### config.mk
export PLATFORM = sky130hd
export DESIGN_NAME = axi_master_if
export DESIGN_NICKNAME = d
export VERILOG_FILES = /design/src/rtl/axi_pkg.sv /design/src/rtl/axi_master_if.sv
export SDC_FILE = /design/constraint.sdc
export NUM_CORES = 1
export LEC_CHECK = 0
export ABC_AREA = 1
export BUFFER_PORTS_ARGS = -buffer_cell sky130_fd_sc_hd__buf_4
export CORE_ASPECT_RATIO = 0.75
export CORE_MARGIN = 10
export CORE_UTILIZATION = 36
export CTS_CLUSTER_SIZE = 20
export DETAILED_ROUTE_END_ITERATION = 8
export HOLD_SLACK_MARGIN = 0.15
export PLACE_DENSITY = 0.81
export SLEW_MARGIN = 0
export SYNTH_ARGS = -nofsm -noshare
export SYNTH_HDL_FRONTEND = slang
export SYNTH_SLANG_ARGS = --single-unit
### constraint.sdc
create_clock -name clk -period 1.71 [get_ports clk]
set_input_delay 0.2565 -clock clk [delete_from_list [all_inputs] [get_ports clk]]
set_output_delay 0.2565 -clock clk [all_outputs]
set_load 0.02 [all_outputs]
### src/rtl/axi_pkg.sv
// Shared AXI4 definitions for the single-port AXI initiator: FSM states,
// protocol encodings and channel field widths.
package axi_pkg;

    localparam int unsigned AXI_ID_BITS    = 4;
    localparam int unsigned AXI_ADDR_BITS  = 32;
    localparam int unsigned AXI_DATA_BITS  = 32;
    localparam int unsigned AXI_STRB_BITS  = AXI_DATA_BITS / 8;
    localparam int unsigned AXI_LEN_BITS   = 4;
    localparam int unsigned AXI_SIZE_BITS  = 3;
    localparam int unsigned AXI_BURST_BITS = 2;
    localparam int unsigned AXI_RESP_BITS  = 2;

    localparam logic [AXI_RESP_BITS-1:0]  RESP_OKAY  = 2'b00;
    localparam logic [AXI_BURST_BITS-1:0] BURST_INCR = 2'b01;
    localparam logic [AXI_SIZE_BITS-1:0]  SIZE_WORD  = 3'b010;

    typedef enum logic [2:0] {
        S_IDLE = 3'd0,
        S_AR   = 3'd1,
        S_R    = 3'd2,
        S_AW   = 3'd3,
        S_W    = 3'd4,
        S_B    = 3'd5
    } state_e;

endpackage : axi_pkg

### src/rtl/axi_master_if.sv
// AXI4 initiator: turns one request from a simple memory port into a single
// INCR read or write burst and reports read beats plus completion status.
module axi_master_if
    import axi_pkg::*;
#(
    parameter logic [AXI_ID_BITS-1:0] ID_VAL = 4'd0,
    parameter int unsigned            ADDR_W = AXI_ADDR_BITS,
    parameter int unsigned            DATA_W = AXI_DATA_BITS
) (
    input  logic                      clk,
    input  logic                      rst,

    input  logic                      req_valid,
    output logic                      req_ready,
    input  logic                      req_write,
    input  logic [ADDR_W-1:0]         req_addr,
    input  logic [AXI_LEN_BITS-1:0]   req_len,

    input  logic                      wd_valid,
    output logic                      wd_ready,
    input  logic [DATA_W-1:0]         wd_data,
    input  logic [DATA_W/8-1:0]       wd_strb,

    output logic                      rd_valid,
    output logic [DATA_W-1:0]         rd_data,
    output logic                      rd_last,
    output logic                      done,
    output logic                      err,

    output logic [AXI_ID_BITS-1:0]    AWID,
    output logic [ADDR_W-1:0]         AWADDR,
    output logic [AXI_LEN_BITS-1:0]   AWLEN,
    output logic [AXI_SIZE_BITS-1:0]  AWSIZE,
    output logic [AXI_BURST_BITS-1:0] AWBURST,
    output logic                      AWVALID,
    input  logic                      AWREADY,

    output logic [DATA_W-1:0]         WDATA,
    output logic [DATA_W/8-1:0]       WSTRB,
    output logic                      WLAST,
    output logic                      WVALID,
    input  logic                      WREADY,

    input  logic [AXI_ID_BITS-1:0]    BID,
    input  logic [AXI_RESP_BITS-1:0]  BRESP,
    input  logic                      BVALID,
    output logic                      BREADY,

    output logic [AXI_ID_BITS-1:0]    ARID,
    output logic [ADDR_W-1:0]         ARADDR,
    output logic [AXI_LEN_BITS-1:0]   ARLEN,
    output logic [AXI_SIZE_BITS-1:0]  ARSIZE,
    output logic [AXI_BURST_BITS-1:0] ARBURST,
    output logic                      ARVALID,
    input  logic                      ARREADY,

    input  logic [AXI_ID_BITS-1:0]    RID,
    input  logic [DATA_W-1:0]         RDATA,
    input  logic [AXI_RESP_BITS-1:0]  RRESP,
    input  logic                      RLAST,
    input  logic                      RVALID,
    output logic                      RREADY
);

    state_e                  state_q;
    logic [ADDR_W-1:0]       addr_q;
    logic [AXI_LEN_BITS-1:0] len_q;
    logic [AXI_LEN_BITS-1:0] cnt_q;
    logic                    rerr_q;

    logic r_beat_err;
    logic w_beat;
    logic w_last;

    // A read beat is bad on a bad response/ID, or when RLAST disagrees with the count.
    assign r_beat_err = (RRESP != RESP_OKAY) || (RID != ID_VAL) ||
                        (RLAST ? (cnt_q != len_q) : (cnt_q == len_q));
    assign w_beat     = wd_valid && WREADY;
    assign w_last     = (cnt_q == len_q);

    // Transaction FSM with latched request fields and the shared beat counter.
    always_ff @(posedge clk) begin
        if (rst) begin
            state_q <= S_IDLE;
            addr_q  <= '0;
            len_q   <= '0;
            cnt_q   <= '0;
            rerr_q  <= 1'b0;
        end else begin
            case (state_q)
                S_IDLE: begin
                    if (req_valid) begin
                        addr_q  <= req_addr;
                        len_q   <= req_len;
                        cnt_q   <= '0;
                        rerr_q  <= 1'b0;
                        state_q <= req_write ? S_AW : S_AR;
                    end
                end
                S_AR: begin
                    if (ARREADY) state_q <= S_R;
                end
                S_R: begin
                    if (RVALID) begin
                        rerr_q <= rerr_q | r_beat_err;
                        if (RLAST) begin
                            cnt_q   <= '0;
                            state_q <= S_IDLE;
                        end else begin
                            cnt_q <= cnt_q + 4'd1;
                        end
                    end
                end
                S_AW: begin
                    if (AWREADY) state_q <= S_W;
                end
                S_W: begin
                    if (w_beat) begin
                        if (w_last) begin
                            cnt_q   <= '0;
                            state_q <= S_B;
                        end else begin
                            cnt_q <= cnt_q + 4'd1;
                        end
                    end
                end
                S_B: begin
                    if (BVALID) state_q <= S_IDLE;
                end
                default: state_q <= S_IDLE;
            endcase
        end
    end

    // Channel outputs decoded from the registered state; idle channels drive 0.
    always_comb begin
        req_ready = 1'b0;
        wd_ready  = 1'b0;
        rd_valid  = 1'b0;
        rd_data   = '0;
        rd_last   = 1'b0;
        done      = 1'b0;
        err       = 1'b0;
        AWID      = '0;
        AWADDR    = '0;
        AWLEN     = '0;
        AWSIZE    = '0;
        AWBURST   = '0;
        AWVALID   = 1'b0;
        WDATA     = '0;
        WSTRB     = '0;
        WLAST     = 1'b0;
        WVALID    = 1'b0;
        BREADY    = 1'b0;
        ARID      = '0;
        ARADDR    = '0;
        ARLEN     = '0;
        ARSIZE    = '0;
        ARBURST   = '0;
        ARVALID   = 1'b0;
        RREADY    = 1'b0;
        case (state_q)
            S_IDLE: req_ready = 1'b1;
            S_AR: begin
                ARVALID = 1'b1;
                ARID    = ID_VAL;
                ARADDR  = addr_q;
                ARLEN   = len_q;
                ARSIZE  = SIZE_WORD;
                ARBURST = BURST_INCR;
            end
            S_R: begin
                RREADY   = 1'b1;
                rd_valid = RVALID;
                rd_data  = RVALID ? RDATA : '0;
                rd_last  = RVALID && RLAST;
                done     = RVALID && RLAST;
                err      = RVALID && RLAST && (rerr_q || r_beat_err);
            end
            S_AW: begin
                AWVALID = 1'b1;
                AWID    = ID_VAL;
                AWADDR  = addr_q;
                AWLEN   = len_q;
                AWSIZE  = SIZE_WORD;
                AWBURST = BURST_INCR;
            end
            S_W: begin
                WVALID   = wd_valid;
                WDATA    = wd_data;
                WSTRB    = wd_strb;
                WLAST    = w_last;
                wd_ready = WREADY;
            end
            S_B: begin
                BREADY = 1'b1;
                done   = BVALID;
                err    = BVALID && ((BRESP != RESP_OKAY) || (BID != ID_VAL));
            end
            default: ;
        endcase
    end

endmodule : axi_master_if

After elaboration in Yosys (flattened, before gate mapping)

Cells that the tools add are included.

Flip-flop bits (word level): 44
Input bits: 127
Output and inout port bits: 170
Word-level logic and storage cells: 85

Add/subtract/negate cells: 1
Equality and inequality tests: 15
Muxes and demuxes: 44
Bitwise gates (word level): 1
Reduce and logical (&&, ||, !) cells: 19

Operator list:

| operator            | number |
|---|---|
| $mux 32             | 5 |
| $mux 4              | 8 |
| $mux 3              | 8 |
| $pmux 3 s6          | 1 |
| $ne 2x2->1 const B  | 8 |
| $mux 1              | 15 |
| $pmux 4 s3          | 1 |
| $reduce_and 8->1    | 1 |
| $reduce_bool 4->1   | 2 |
| $eq 3x2->1 const B  | 2 |
| $eq 3x3->1 const B  | 2 |
| $mux 2              | 3 |
| $pmux 1 s2          | 3 |
| $reduce_bool 2->1   | 3 |
| $add 4x1->4 const B | 1 |
| $eq 4x4->1          | 1 |
| $logic_and 1x1->1   | 4 |
| $logic_or 1x1->1    | 4 |
| $ne 4x4->1          | 1 |
| $reduce_and 4->1    | 1 |
| $eq 3x1->1 const B  | 1 |
| $logic_not 3->1     | 1 |
| $reduce_and 3->1    | 1 |
| $reduce_bool 3->1   | 1 |
| other kinds (2)     | 2 |

Logic depth before layout (Yosys ltp)

Depth in word-level cells: 6
Depth in mapped cells: 10
Gate-level depth less buffers: 10

Worst setup path before layout

Ideal clock, no wire load.

Kind: flip-flop to output port
Start: register state_q[2]
End: output port err
Arrival time: 1736 ps
Required time: 1454 ps
Setup slack: -282 ps
Stages on the path, launching flop included: 9
Buffers on the path: 1
Cells stage by stage: dfxtp_1 > buf_2 > nor2_2 > nand2_2 > nor2_1 > inv_1 > nor2_1 > nand2_1 > nand2_1

Longest elaborated chain between the ends: 2
Elaborated cells between the ends (all ways): 3
Classes of those cells: eq/ne: 2; mux: 1

Ends and longest elaborated chain:

| element                                  | RTL line             | source |
|---|---|---|
| start, declared                          | axi_master_if.sv:65  | `state_e state_q;` |
| start signal, assigned                   | axi_master_if.sv:97  | `state_q <= req_write ? S_AW : S_AR;` |
| $eq 3x3->1 or $eq 3x2->1 (tied branches) | axi_master_if.sv:162 | `case (state_q)` |
| $pmux 1 s2 *                             | axi_master_if.sv:162 |  |
| end, declared                            | axi_master_if.sv:28  | `output logic err,` |

Every way passes the cells marked *; elsewhere a longest branch is shown, timed or not.

Final worst setup path

Start: register state_q[1]
End: output port WDATA[6]

Longest elaborated chain between the ends: 2

Ends and longest elaborated chain:

| element       | RTL line             | source |
|---|---|---|
| $eq 3x3->1    | axi_master_if.sv:162 |  |
| $mux 32       | axi_master_if.sv:162 |  |
| end, declared | axi_master_if.sv:38  | `output logic [DATA_W-1:0] WDATA,` |

Every way passes these cells.

==> results.yml <==
run_status:
  outcome: "finished, violations left"
  violations: "negative setup slack"
clock_network:
  cts_tree: "yes"
  clockBufferDepth: 2
  clockRootBuffer: "clkbuf_8"
  cts.sinks: 44
  path_clk_slew_ps: 90
  insertion_delay_ps: 300
  numCtsBuffers: 5
  htreeDepth: 2
sta:
  finalHoldViolCount: 0
  rsz0062_at_grt: "true"
  skew_ps: 10.3
  fmax_ghz: 0.561
  finalMaxSlewViolations: 0
  setup_viol: 43
  finalCriticalPeriod_ps: 1780
  worst_slack_ps: -73.4
  finalCritPeriodShare_pct: 104
power:
  power_mw: 6.73
  p_sw_mw: 3.19
  clockPowerShare_pct: 12.6
  ir_drop_mv: 0.785
  leakage_nw: 3.13
  pwr_density_cell_nw_per_um2: 1070
  intPower_mw: 3.54
  switching_share_pct: 47.4
  combinationalPowerShare_pct: 65.4
  seq_power_share_pct: 22.0
place:
  io_buffers: 282
  pre_cts_ws_ps: 16.8
  dp_hpwl_mm: 11.5
  place.gp.congestion: 0.842
global_route:
  grt_first_pass_wirelength_mm: 21.8
  antenna_found_initial: 0
  grt_pass1_vias: 4035
  grt_max_degree: 74
  overflow: 0
  gr-usage-all-layers_pct: 21.1
critical_path:
  endpoint_kind: "output pin"
  cp-start-kind: "flip-flop"
  crit_fanout: 10
  required_ps: 1450
  cp.arrival_ps: 1530
  worstSetupPathType: "flip-flop to output pin"
floorplan:
  die_area_um2: 12300
  core_um2: 7950
  initial_utilization_pct: 37.2
  die_w_um: 125
  die_h_um: 98.6
  rows: 28
  ios: 297
layout:
  final_common_cell: "buf_4"
  diodes: 0
  final_cell_mix: "buf_4, inv_1, nor2_1"
  drive_above_1_share_pct: 53.8
  fillers: 535
  nNetsFinal: 940
  area_growth_syn_to_layout_pct: 112
synth:
  synth.area.top_cells: "dfxtp_1, nor2_1, inv_1, nand2_1, a21oi_1"
  yosysSeqAreaShare_pct: 29.7
  synth_cell_types: 26
  syn_avg_cell_area_um2: 5.60
  yosysTopAreaCell: "dfxtp_1"
  yosys.area.top_type_share_pct: 29.7
  ys_ff_latch: 44
  syn_area_um2: 2960
  netlist_instances: 529
  ys_warn_count: 0
detailed_routing:
  drcViolationCount: 0
  wl_per_cell_um: 17.9
  dr.pass1.iters: 5
  routed_wl_mm: 16.4
  drtIter0Drc: 240
  ant_nets: 0
  vias: 4295
  vias_per_cell: 4.68
flow_run:
  cap_violations: 0
hold_path:
  hold_class: "primary input to flip-flop"
-- cell usage after synthesis (all sizes together) --
master   count
dfxtp       44
o2bb2ai      1
nand4        3
xor2         1
inv         96
nand3       11
nor3         4
nand2       71
ha           1
a21oi       43
conb         1
and2         1
nor2       163
clkbuf      20
o21ai       38
o21a         1
nor4         2
buf         28
-- flip-flops by register name (all words and copies together), names as in the netlist --
name and count:
cnt_q 4, state_q 3, addr_q 32, rerr_q 1
len_q 4
-- cell families after synthesis --
kind of cell,Yosys count,share of synthesized area [%]
compound gates,83,14.2
xor+xnor,1,0.296
fa+ha+maj,1,0.422
buf+inv,144,20.8
flops,44,29.7
other cells,1,0.127
simple gates,255,34.4
-- final timing paths --
path,start,to,slack [ps],cells after the start
min,req_addr[27],addr_q[27],230,3
max,state_q[1],WDATA[6],-70,5
max reg2reg,state_q[2],state_q[1],60,10
min reg2reg,addr_q[5],addr_q[5],480,2
-- metrics by stage --
stage | area, um^2 | std cells | hold WS (ps) | TNS, ps | util [%]
floorplan | 3040 | 542 | 326 | -2520 | -
global placement | 5130 | 891 | 448 | 0 | 64.5
detailed placement | 5130 | 891 | 454 | 0 | 64.5
CTS | 5380 | 905 | 225 | 0 | 67.6
global route | 6280 | 918 | 232 | -6240 | 79.0
finish | 6280 | 918 | 230 | -897 | 79.0
-- cell type report --
type | count | area (um^2) | area share [%]
well taps | 105 | 131 | 2.09
repair buffers | 309 | 2670 | 42.4
clock buffers | 6 | 82.6 | 1.31
inverters | 96 | 402 | 6.39
flip-flops and latches | 44 | 903 | 14.4
clock inverters | 2 | 38.8 | 0.618
multi-input cells | 354 | 2030 | 32.3
repair inverters | 2 | 31.3 | 0.498
-- power groups by stage --
| stage | registers [mW] | logic [mW] | clock network (mW) |
|---|---|---|---|
| CTS | 1.47 | 3.41 | 0.863 |
| detailed placement | 1.46 | 3.18 | 0 |
| global placement | 1.44 | 3.11 | 0 |
| global route | 1.51 | 4.69 | 0.913 |
| finish | 1.48 | 4.40 | 0.849 |
| floorplan | 1.39 | 2.03 | 0 |
-- critical path: stages (launching register included) --
cell and delay [ps]:
dfxtp_4 390, nor2_4 240, nand2_8 130, buf_8 180, nor2_1 120, buf_4 170
-- timing repair --
action,4_1_cts,5_1_grt
setup buffers,4,6
cloned,1,7
endpoints found under the hold margin,2,0
hold buffers,1,0
pin swaps,1,9
endpoints found under the setup margin,149,131
gates resized for setup,27,208
-- routing by layer --
metal | wire, um | GRT usage, %
met5 | 0 | 0
met4 | 386 | 5.18
met3 | 1170 | 7.28
met2 | 9170 | 40.7
met1 | 5690 | 21.3
Power figures use the tool's default switching activity.
